<file path="src/rtl/apb_pkg.sv">
// Shared types and width defaults for the APB request arbiter.
package apb_pkg;

    localparam int ADDR_WIDTH_DEF = 32;
    localparam int DATA_WIDTH_DEF = 32;

    typedef enum logic [1:0] {
        IDLE  = 2'd0,
        ISSUE = 2'd1,
        WAIT  = 2'd2
    } arb_state_t;

endpackage

</file>
<file path="src/rtl/apb_rr_picker.sv">
// Rotate-priority encoder: first set request at or after the pointer, wrapping.
module apb_rr_picker #(
    parameter int NUM_REQ = 4,
    parameter int PTR_W   = (NUM_REQ > 1) ? $clog2(NUM_REQ) : 1
) (
    input  logic [NUM_REQ-1:0] i_req,
    input  logic [PTR_W-1:0]   i_ptr,
    output logic [NUM_REQ-1:0] o_gnt,
    output logic [PTR_W-1:0]   o_idx,
    output logic               o_any
);

    localparam logic [PTR_W:0] LIM = (PTR_W+1)'(NUM_REQ);

    logic [PTR_W:0]   w_sum;
    logic [PTR_W-1:0] w_pos;
    logic             w_hit;

    // Scan requesters in rotated order, keeping only the first hit.
    always_comb begin
        o_gnt = '0;
        o_idx = '0;
        o_any = 1'b0;
        w_sum = '0;
        w_pos = '0;
        w_hit = 1'b0;
        for (int k = 0; k < NUM_REQ; k++) begin
            w_sum = {1'b0, i_ptr} + (PTR_W+1)'(k);
            w_pos = (w_sum >= LIM) ? PTR_W'(w_sum - LIM) : w_sum[PTR_W-1:0];
            w_hit = !o_any && i_req[w_pos];
            o_gnt[w_pos] = o_gnt[w_pos] | w_hit;
            o_idx = w_hit ? w_pos : o_idx;
            o_any = o_any | w_hit;
        end
    end

endmodule

</file>
<file path="src/rtl/apb_req_arbiter.sv">
// Round-robin sharing of one APB master command port among NUM_REQ requesters.
// Optional macro APB_ARB_LOCK_EN adds req_lock to hold the pointer on a granted requester.
module apb_req_arbiter
    import apb_pkg::*;
#(
    parameter int NUM_REQ    = 4,
    parameter int ADDR_WIDTH = ADDR_WIDTH_DEF,
    parameter int DATA_WIDTH = DATA_WIDTH_DEF
) (
    input  logic                          pclk,
    input  logic                          presetn,
    input  logic [NUM_REQ-1:0]            req,
    input  logic [NUM_REQ-1:0]            req_write,
    input  logic [NUM_REQ*ADDR_WIDTH-1:0] req_addr,
    input  logic [NUM_REQ*DATA_WIDTH-1:0] req_wdata,
`ifdef APB_ARB_LOCK_EN
    input  logic [NUM_REQ-1:0]            req_lock,
`endif
    output logic [NUM_REQ-1:0]            gnt,
    output logic [NUM_REQ-1:0]            done,
    output logic [DATA_WIDTH-1:0]         rsp_rdata,
    output logic                          rsp_err,
    output logic                          transfer,
    output logic                          rd_wr,
    output logic [ADDR_WIDTH-1:0]         write_addr,
    output logic [ADDR_WIDTH-1:0]         read_addr,
    output logic [DATA_WIDTH-1:0]         write_data,
    input  logic                          pselx,
    input  logic                          penable,
    input  logic                          pready,
    input  logic                          pslverr,
    input  logic [DATA_WIDTH-1:0]         prdata
);

    localparam int PTR_W = (NUM_REQ > 1) ? $clog2(NUM_REQ) : 1;

    arb_state_t r_state, w_state_nxt;
    logic [PTR_W-1:0]      r_ptr, w_ptr_nxt, r_idx, w_idx_nxt, w_ptr_inc;
    logic [NUM_REQ-1:0]    r_gnt, w_gnt_nxt, r_done, w_done_nxt;
    logic [DATA_WIDTH-1:0] r_rdata, w_rdata_nxt, r_wdata, w_wdata_nxt;
    logic [ADDR_WIDTH-1:0] r_waddr, w_waddr_nxt, r_raddr, w_raddr_nxt;
    logic                  r_err, w_err_nxt, r_transfer, w_transfer_nxt, r_rd_wr, w_rd_wr_nxt;
    logic [NUM_REQ-1:0]    w_pick_gnt;
    logic [PTR_W-1:0]      w_pick_idx;
    logic                  w_pick_any, w_setup, w_cplt, w_hold_ptr;

    apb_rr_picker #(.NUM_REQ(NUM_REQ), .PTR_W(PTR_W)) u_picker (
        .i_req (req),
        .i_ptr (r_ptr),
        .o_gnt (w_pick_gnt),
        .o_idx (w_pick_idx),
        .o_any (w_pick_any)
    );

    assign w_setup   = pselx && !penable;
    assign w_cplt    = pselx && penable && pready;
    assign w_ptr_inc = (r_idx == PTR_W'(NUM_REQ - 1)) ? '0 : r_idx + PTR_W'(1);
`ifdef APB_ARB_LOCK_EN
    assign w_hold_ptr = req_lock[r_idx];
`else
    assign w_hold_ptr = 1'b0;
`endif

    // State register.
    always_ff @(posedge pclk) begin
        if (!presetn) begin
            r_state <= IDLE;
        end else begin
            r_state <= w_state_nxt;
        end
    end

    // Next-state logic.
    always_comb begin
        w_state_nxt = r_state;
        case (r_state)
            IDLE:    w_state_nxt = w_pick_any ? ISSUE : IDLE;
            ISSUE:   w_state_nxt = w_setup ? WAIT : ISSUE;
            WAIT:    w_state_nxt = w_cplt ? IDLE : WAIT;
            default: w_state_nxt = IDLE;
        endcase
    end

    // Next values of the registered outputs; done defaults low so it only pulses.
    always_comb begin
        w_ptr_nxt      = r_ptr;
        w_idx_nxt      = r_idx;
        w_gnt_nxt      = r_gnt;
        w_done_nxt     = '0;
        w_rdata_nxt    = r_rdata;
        w_err_nxt      = r_err;
        w_transfer_nxt = r_transfer;
        w_rd_wr_nxt    = r_rd_wr;
        w_waddr_nxt    = r_waddr;
        w_raddr_nxt    = r_raddr;
        w_wdata_nxt    = r_wdata;
        case (r_state)
            IDLE: begin
                if (w_pick_any) begin
                    w_gnt_nxt      = w_pick_gnt;
                    w_idx_nxt      = w_pick_idx;
                    w_rd_wr_nxt    = req_write[w_pick_idx];
                    w_waddr_nxt    = req_addr[int'(w_pick_idx)*ADDR_WIDTH +: ADDR_WIDTH];
                    w_raddr_nxt    = req_addr[int'(w_pick_idx)*ADDR_WIDTH +: ADDR_WIDTH];
                    w_wdata_nxt    = req_write[w_pick_idx] ?
                                     req_wdata[int'(w_pick_idx)*DATA_WIDTH +: DATA_WIDTH] : '0;
                    w_transfer_nxt = 1'b1;
                end else begin
                    w_transfer_nxt = r_transfer;
                end
            end
            ISSUE: begin
                // Drop transfer before the master's ACCESS cycle so it returns to IDLE.
                if (w_setup) begin
                    w_transfer_nxt = 1'b0;
                end else begin
                    w_transfer_nxt = 1'b1;
                end
            end
            WAIT: begin
                if (w_cplt) begin
                    w_rdata_nxt = r_rd_wr ? '0 : prdata;
                    w_err_nxt   = pslverr;
                    w_done_nxt  = r_gnt;
                    w_gnt_nxt   = '0;
                    w_ptr_nxt   = w_hold_ptr ? r_idx : w_ptr_inc;
                end else begin
                    w_gnt_nxt   = r_gnt;
                end
            end
            default: begin
                w_gnt_nxt      = '0;
                w_transfer_nxt = 1'b0;
            end
        endcase
    end

    // Output and datapath registers.
    always_ff @(posedge pclk) begin
        if (!presetn) begin
            r_ptr      <= '0;
            r_idx      <= '0;
            r_gnt      <= '0;
            r_done     <= '0;
            r_rdata    <= '0;
            r_err      <= 1'b0;
            r_transfer <= 1'b0;
            r_rd_wr    <= 1'b0;
            r_waddr    <= '0;
            r_raddr    <= '0;
            r_wdata    <= '0;
        end else begin
            r_ptr      <= w_ptr_nxt;
            r_idx      <= w_idx_nxt;
            r_gnt      <= w_gnt_nxt;
            r_done     <= w_done_nxt;
            r_rdata    <= w_rdata_nxt;
            r_err      <= w_err_nxt;
            r_transfer <= w_transfer_nxt;
            r_rd_wr    <= w_rd_wr_nxt;
            r_waddr    <= w_waddr_nxt;
            r_raddr    <= w_raddr_nxt;
            r_wdata    <= w_wdata_nxt;
        end
    end

    assign gnt        = r_gnt;
    assign done       = r_done;
    assign rsp_rdata  = r_rdata;
    assign rsp_err    = r_err;
    assign transfer   = r_transfer;
    assign rd_wr      = r_rd_wr;
    assign write_addr = r_waddr;
    assign read_addr  = r_raddr;
    assign write_data = r_wdata;

endmodule
</file>
<file path="config.mk">
export PLATFORM = sky130hd
export DESIGN_NAME = apb_req_arbiter
export DESIGN_NICKNAME = d
export VERILOG_FILES = /design/src/rtl/apb_pkg.sv /design/src/rtl/apb_rr_picker.sv /design/src/rtl/apb_req_arbiter.sv
export SDC_FILE = /design/constraint.sdc
export NUM_CORES = 1
export LEC_CHECK = 0
export ABC_CLOCK_PERIOD_IN_PS = 5150
export CORE_AREA = 5 5 169 171
export DETAILED_ROUTE_END_ITERATION = 7
export DIE_AREA = 0 0 174 176
export GPL_TIMING_DRIVEN = 0
export PLACE_DENSITY_LB_ADDON = 0.2
export SYNTH_ARGS = -nofsm -noshare
export SYNTH_HDL_FRONTEND = slang
export SYNTH_HIERARCHICAL = 1
export SYNTH_SLANG_ARGS = --single-unit
</file>
<file path="constraint.sdc">
create_clock -name pclk -period 5.15 [get_ports pclk]
set_input_delay 1.03 -clock pclk [delete_from_list [all_inputs] [get_ports pclk]]
set_output_delay 1.03 -clock pclk [all_outputs]
set_load 0.005 [all_outputs]
</file>
* After elaboration in Yosys (flattened, before gate mapping) *
Cells that the tools add are included.
Widths: inputs -> output; s select.

cells by class
  order comparisons = 13
  equal/unequal tests = 5
  add/sub/neg operators = 8
  reductions and logical operators = 20
  bitwise operators = 10
  shift operators = 2
  mux-type cells = 50

operators by type and width
  operator             count
  $shiftx 128x8->32    2
  $mux 32              2
  $mux 2               11
  $bmux 1 s2           9
  $mux 1               16
  $lt 2x3->1 const B   5
  $bwmux 4             3
  $pmux 4 s3           1
  $logic_and 1x1->1    10
  $ge 3x3->1 const B   3
  $demux 1 s2          4
  $ge 2x1->1 const B   4
  $mux 4               2
  $sub 2x1->2 const B  4
  $or 1x1->1           7
  $add 2x2->3 const B  2
  $pmux 2 s3           1
  $reduce_and 2->1     3
  $reduce_and 3->1     2
  $and 4x4->4          1
  $eq 2x2->1 const B   2
  $logic_not 1->1      4
  $ne 2x2->1 const B   2
  $add 2x1->3 const B  1
  other kinds (6)      7

word-level totals
  bits of input ports = 302
  output and inout port bits = 139
  logic and storage cells = 119
  register bits after elaboration = 113

* Depth between registers and ports, before layout *
  depth after elaboration = 21
  depth in mapped cells = 14
  gate-level depth less buffers = 11

* Hierarchy *
Netlist, hierarchy kept.

by module, submodules not included
  module           sequential area each (um^2)  cells each  area an instance (um^2)  instances
  apb_req_arbiter  2262.2                       615         6296.0                   1
  apb_rr_picker    0.0                          79          660.6                    1

* Worst setup path before layout *
No wires, ideal clock.

  kind = input -> register
  start = input req[3]
  end = register r_wdata[10], in the netlist write_data[10]
  data required time = 5.031 ns
  setup time = 0.119 ns
  slack = 1.765 ns
  buffers on the path = 3
  arrival = 3.266 ns
  stages on the path = 11
  path through = mux4_2 > buf_2 > nor3_1 > and2_1 > nor2_1 > a31oi_1 > buf_2 > buf_2 > mux4_2 > nand2_1 > o21ai_1

on the way
  word-level cells in the longest chain between the ends = 14
  elaborated cells between the ends (all ways) = 26
  classes of those cells = shift: 1; mux: 15; bitwise: 3; reduce/logical: 7

RTL lines
  what                                                       line                    RTL
  start: declaration                                         apb_req_arbiter.sv:12   input logic [NUM_REQ-1:0] req,
  $bmux 1 s2                                                 apb_rr_picker.sv:30     w_hit = !o_any && i_req[w_pos];
  $mux 1 (implied by the code)                               apb_rr_picker.sv:30
  $logic_not 1->1                                            apb_rr_picker.sv:30
  $logic_and 1x1->1                                          apb_rr_picker.sv:30
  $or 1x1->1                                                 apb_rr_picker.sv:33     o_any = o_any | w_hit;
  $logic_not 1->1                                            apb_rr_picker.sv:30
  $logic_and 1x1->1                                          apb_rr_picker.sv:30
  $or 1x1->1                                                 apb_rr_picker.sv:33
  $logic_not 1->1                                            apb_rr_picker.sv:30
  $logic_and 1x1->1                                          apb_rr_picker.sv:30
  $mux 2 *                                                   apb_rr_picker.sv:32     o_idx = w_hit ? w_pos : o_idx;
  net w_pick_idx[1]                                          apb_req_arbiter.sv:44   logic [PTR_W-1:0] w_pick_idx;
  branches (longest 2 deep; another with $shiftx 128x8->32)  -
  $mux 32 *                                                  apb_req_arbiter.sv:105  w_wdata_nxt = req_write[w_pick_idx] ?
  end signal: assignment                                     apb_req_arbiter.sv:163  r_wdata <= w_wdata_nxt;
  end: declaration                                           apb_req_arbiter.sv:40   logic [DATA_WIDTH-1:0] r_rdata, w_rdata_nxt, r_wdata, w_wdata_nxt;

Mark *: on every way through the listed nets, which the timed path passes. The select of a mux whose other input is x is not followed.
A chain may end at the register's enable or synchronous reset.

* Worst setup path after layout *
  start = input req[0]
  end = register r_raddr[11], in the netlist read_addr[11]

on the way
  word-level cells in the longest chain between the ends = 12
  elaborated cells between the ends (all ways) = 23
  classes of those cells = shift: 1; mux: 12; bitwise: 3; reduce/logical: 7

RTL lines
  what                          line                    RTL
  $bmux 1 s2                    apb_rr_picker.sv:30
  $mux 1 (implied by the code)  apb_rr_picker.sv:30
  $logic_not 1->1               apb_rr_picker.sv:30
  $logic_and 1x1->1             apb_rr_picker.sv:30
  $or 1x1->1                    apb_rr_picker.sv:33
  $logic_not 1->1               apb_rr_picker.sv:30
  $logic_and 1x1->1             apb_rr_picker.sv:30
  $or 1x1->1                    apb_rr_picker.sv:33
  $logic_not 1->1               apb_rr_picker.sv:30
  $logic_and 1x1->1             apb_rr_picker.sv:30
  $mux 2 *                      apb_rr_picker.sv:32
  net w_pick_idx[1]             apb_req_arbiter.sv:44
  $shiftx 128x8->32 *           apb_req_arbiter.sv:104  w_raddr_nxt = req_addr[int'(w_pick_idx)*ADDR_WIDTH +: ADDR_WIDTH];
  end signal: assignment        apb_req_arbiter.sv:162  r_raddr <= w_raddr_nxt;
  end: declaration              apb_req_arbiter.sv:41   logic [ADDR_WIDTH-1:0] r_waddr, w_waddr_nxt, r_raddr, w_raddr_nxt;

Mark *: on every way through the listed nets, which the timed path passes. The rest lies on a longest branch. The select of a mux whose other input is x is not followed.

==> results.yml <==
clocking:
  clk_path_buf_depth: 2
  ctsResizeCount: 0
  tritoncts: "built"
  cts.sinks: 113
  clockRootBuffer: "clkbuf_16"
  clock_latency_ns: 0.41
  cts.hold.buffers_added: 0
  cts_setup_buffers: 0
  clkTransAtPathRegs_ns: 0.06
  cts_max_level: 4
  numCtsBuffers: 17
synthesis:
  netlist.top_cell.by_area: "dfxtp_1"
  synth_area_leaders: "dfxtp_1 (33%), mux4_2 (23%), nand2_1 (5.7%), a21boi_0 (5.5%), nand4b_1 (4.0%)"
  ys_ff_latch: 113
  synth.avg_cell_area_um2: 10.0
  synth_area_um2: 6960
  synth-seq-area-share: 0.325
  synth_top_cell_area_share: 0.325
  synth-main-ff-cell: "dfxtp_1"
  postSynthCellCount: 694
  ys_types: 53
  ys_async_sr_fraction: 0
  syn-num-nets: 1001
  ys.warnings.count: 6
  synth_enable_flop_cells: 0
global_routing:
  grt_max_degree: 17
  grt_pass1_vias: 7594
  grt_use_total: 0.200
  grt_overflow: 0
  antenna_found_initial: 1
  grt_pass1_wl_um: 46800
placed_design:
  io_buffers: 440
  dpl.hpwl_um: 26400
  gp_congestion: 0.893
pwr:
  seq_power_share: 0.317
  p_comb_frac: 0.282
  power.leakage_uw: 0.00441
  p_int_uw: 2270
  ir_worst_vdd_uv: 199
  p_switching_uw: 788
  netSwitchingFraction: 0.257
  clockPowerShare: 0.401
  power.density_nw_per_um2: 247
worst_setup_path:
  cp_common_cell: "mux4_2"
  slowest_delay_ns: 0.68
  cp_slowest_cell: "clkbuf_1"
  r2r-start: "r_ptr[0]$_SDFFE_PN0P_"
  cp-startpoint: "req[0]"
  cp.arrival_ns: 4.67
  endpoint_kind: "flip-flop"
  worstPathCellList: "clkdlybuf4s50_1 -> mux4_2 -> buf_2 -> nor3_1 -> and2_1 -> nor2_1 -> a31oi_1 -> clkbuf_1 -> mux4_2 -> nand2_1 -> a21boi_1"
  required_ns: 5.45
  critical_path_class: "input pin to flip-flop"
  cp_max_fo: 10
  cp-start-kind: "input pin"
timing:
  period_minus_slack_ns: 4.37
  finClkSkew_ns: 0.00884
  fin_crit_sh: 0.848
  fmax_ghz: 0.229
  maxSlewViolCount: 0
  rsz0062_at_grt: "no"
  fin_setup_tns_ns: 0
  hold_violations: 0
  tightest_slew_ns: 0.848
  holdWs_ns: 0.454
  relSlewSlack: 0.430
  final-setup-viol-count: 0
die:
  dieHeight_um: 176
  initial_core_util: 0.260
  dieArea_um2: 30600
  fp-row-count: 60
  io_pins: 441
  core_area_um2: 26700
  die_x_um: 174
cells_and_area:
  regArea_um2: 2260
  multi_input_area_um2: 4030
  drive_above_1_share: 0.161
  synthToLayoutAreaGrowth_pct: 78.1
  nFillCells: 2612
  num-nets-final: 1460
job:
  max_cap_viol_count: 0
routing:
  viasPerCell: 4.87
  firstDrtPassIters: 4
  ant_nets: 0
  drc_errors: 0
  wl_per_cell_um: 21.4
  drt_wl_total_um: 32200
  vias: 7337
  drt_iter0_markers: 374
hold_path:
  hold_path.class: "flip-flop to flip-flop"
  worstHoldStart: "write_data[16]$_SDFFE_PN0P_"
outcome:
  status: "finished, final reports clean"
-- placed cells by master, fill, tap and decap left out, types with 2 or more instances in the layout --
| cell | instances |
|---|---|
| buf_12 | 4 |
| mux4_2 | 70 |
| mux2_2 | 5 |
| ha_1 | 5 |
| nand2b_1 | 3 |
| a21boi_0 | 51 |
| nand3_1 | 36 |
| clkinvlp_4 | 3 |
| a21boi_1 | 24 |
| dfxtp_1 | 113 |
| o211ai_1 | 5 |
| a211o_1 | 2 |
| nor3_1 | 3 |
| o21ai_1 | 33 |
| nor2_1 | 9 |
| buf_4 | 34 |
| nand4b_1 | 32 |
| a22oi_2 | 2 |
| a211oi_1 | 3 |
| inv_1 | 5 |
| nand2_1 | 105 |
| nand4_1 | 4 |
| clkdlybuf4s50_1 | 440 |
| buf_6 | 2 |
| nor2b_1 | 5 |
| o21ai_0 | 37 |
| clkinv_2 | 4 |
| nand3b_1 | 3 |
| mux2i_1 | 4 |
| buf_2 | 35 |
| a31oi_1 | 3 |
| clkbuf_16 | 17 |
| a21oi_1 | 6 |
| bufinv_16 | 4 |
| and3_1 | 5 |
| clkbuf_1 | 28 |
-- power groups by stage --
| stage | clock network [uW] | registers [uW] | logic (uW) |
|---|---|---|---|
| floorplan | 0 | 983 | 359 |
| global placement | 0 | 987 | 874 |
| detailed placement | 0 | 989 | 876 |
| CTS | 1260 | 971 | 879 |
| global route | 1300 | 977 | 928 |
| finish | 1230 | 970 | 864 |
-- layer usage --
layer	GRT usage	up-vias	part of all wire
li1	-	3483	-
met3	0.0514	20	0.063
met2	0.354	287	0.51
met5	0	-	0
met1	0.247	3547	0.41
met4	0.0429	0	0.012
-- Yosys cell counts, drive strengths merged (2+ instances only) --
cell	instances
nor2b	5
a211oi	3
nand3	36
o21a	2
mux4	70
nand2	105
inv	5
buf	77
dfxtp	113
nand3b	3
nand4b	32
nor2	9
a211o	2
a31oi	3
and3	5
a221oi	2
nand4	4
nor4	2
a22oi	4
nand2b	3
mux2i	4
mux2	6
ha	5
a21oi	7
a21boi	75
o21ai	70
o211ai	5
clkbuf	24
nor3	3
-- sequential cells by signal, summed over array words and instances (netlist names) --
name        flops
r_ptr           2
done            4
r_state         2
write_data     32
read_addr      32
r_idx           2
transfer        1
rsp_err         1
gnt             4
rd_wr           1
rsp_rdata      32
-- critical path, delay by kind of cell --
family | cells | cell delay, ns
buffers and inverters | 3 | 1.43
and+or+nand+nor | 4 | 0.79
muxes | 2 | 0.95
AOI/OAI and AO/OA | 2 | 0.46
-- cells by family (layout without fill, tap and decap cells) --
| family | Yosys count | after routing | share of synthesized area |
|---|---|---|---|
| AND/OR/NAND/NOR | 213 | 213 | 0.160 |
| other | 0 | 1 | 0 |
| AO/OA/AOI/OAI | 176 | 176 | 0.168 |
| multiplexers | 80 | 80 | 0.243 |
| flip-flops | 113 | 113 | 0.325 |
| adder cells (fa/ha/maj) | 5 | 5 | 0.00899 |
| buffers and inverters | 107 | 579 | 0.0955 |
-- path summary, 6_finish.rpt --
check	end	slack (ns)	cells past startpoint
worst max-delay path	read_addr[11]$_SDFFE_PN0P_	0.78	11
worst min-delay path	write_data[16]$_SDFFE_PN0P_	0.45	2
worst max register to register	read_addr[11]$_SDFFE_PN0P_	0.98	12
worst min register to register	write_data[16]$_SDFFE_PN0P_	0.45	2
-- layout make-up --
| class | instances | share of cell area |
|---|---|---|
| repair buffers | 440 | 0.355 |
| multi-input cells | 474 | 0.325 |
| flip-flops and latches | 113 | 0.183 |
| plain buffers | 101 | 0.0518 |
| clock buffers | 21 | 0.0355 |
| well taps | 341 | 0.0344 |
| clock inverters | 11 | 0.0131 |
| inverters | 6 | 0.00182 |
| diodes | 1 | 0.000202 |
-- stage by stage --
stage	worst slack, ns	cell area (um2)	util	total power (uW)	cells
global route	0.514	12400	0.464	3210	1508
finish	0.782	12400	0.464	3060	1508
CTS	0.700	12400	0.464	3110	1507
detailed placement	0.267	11800	0.441	1860	1475
global placement	0.268	11800	0.441	1860	1475
floorplan	1.76	6960	-	1340	694
No activity file was read; power rests on OpenSTA's default activity.
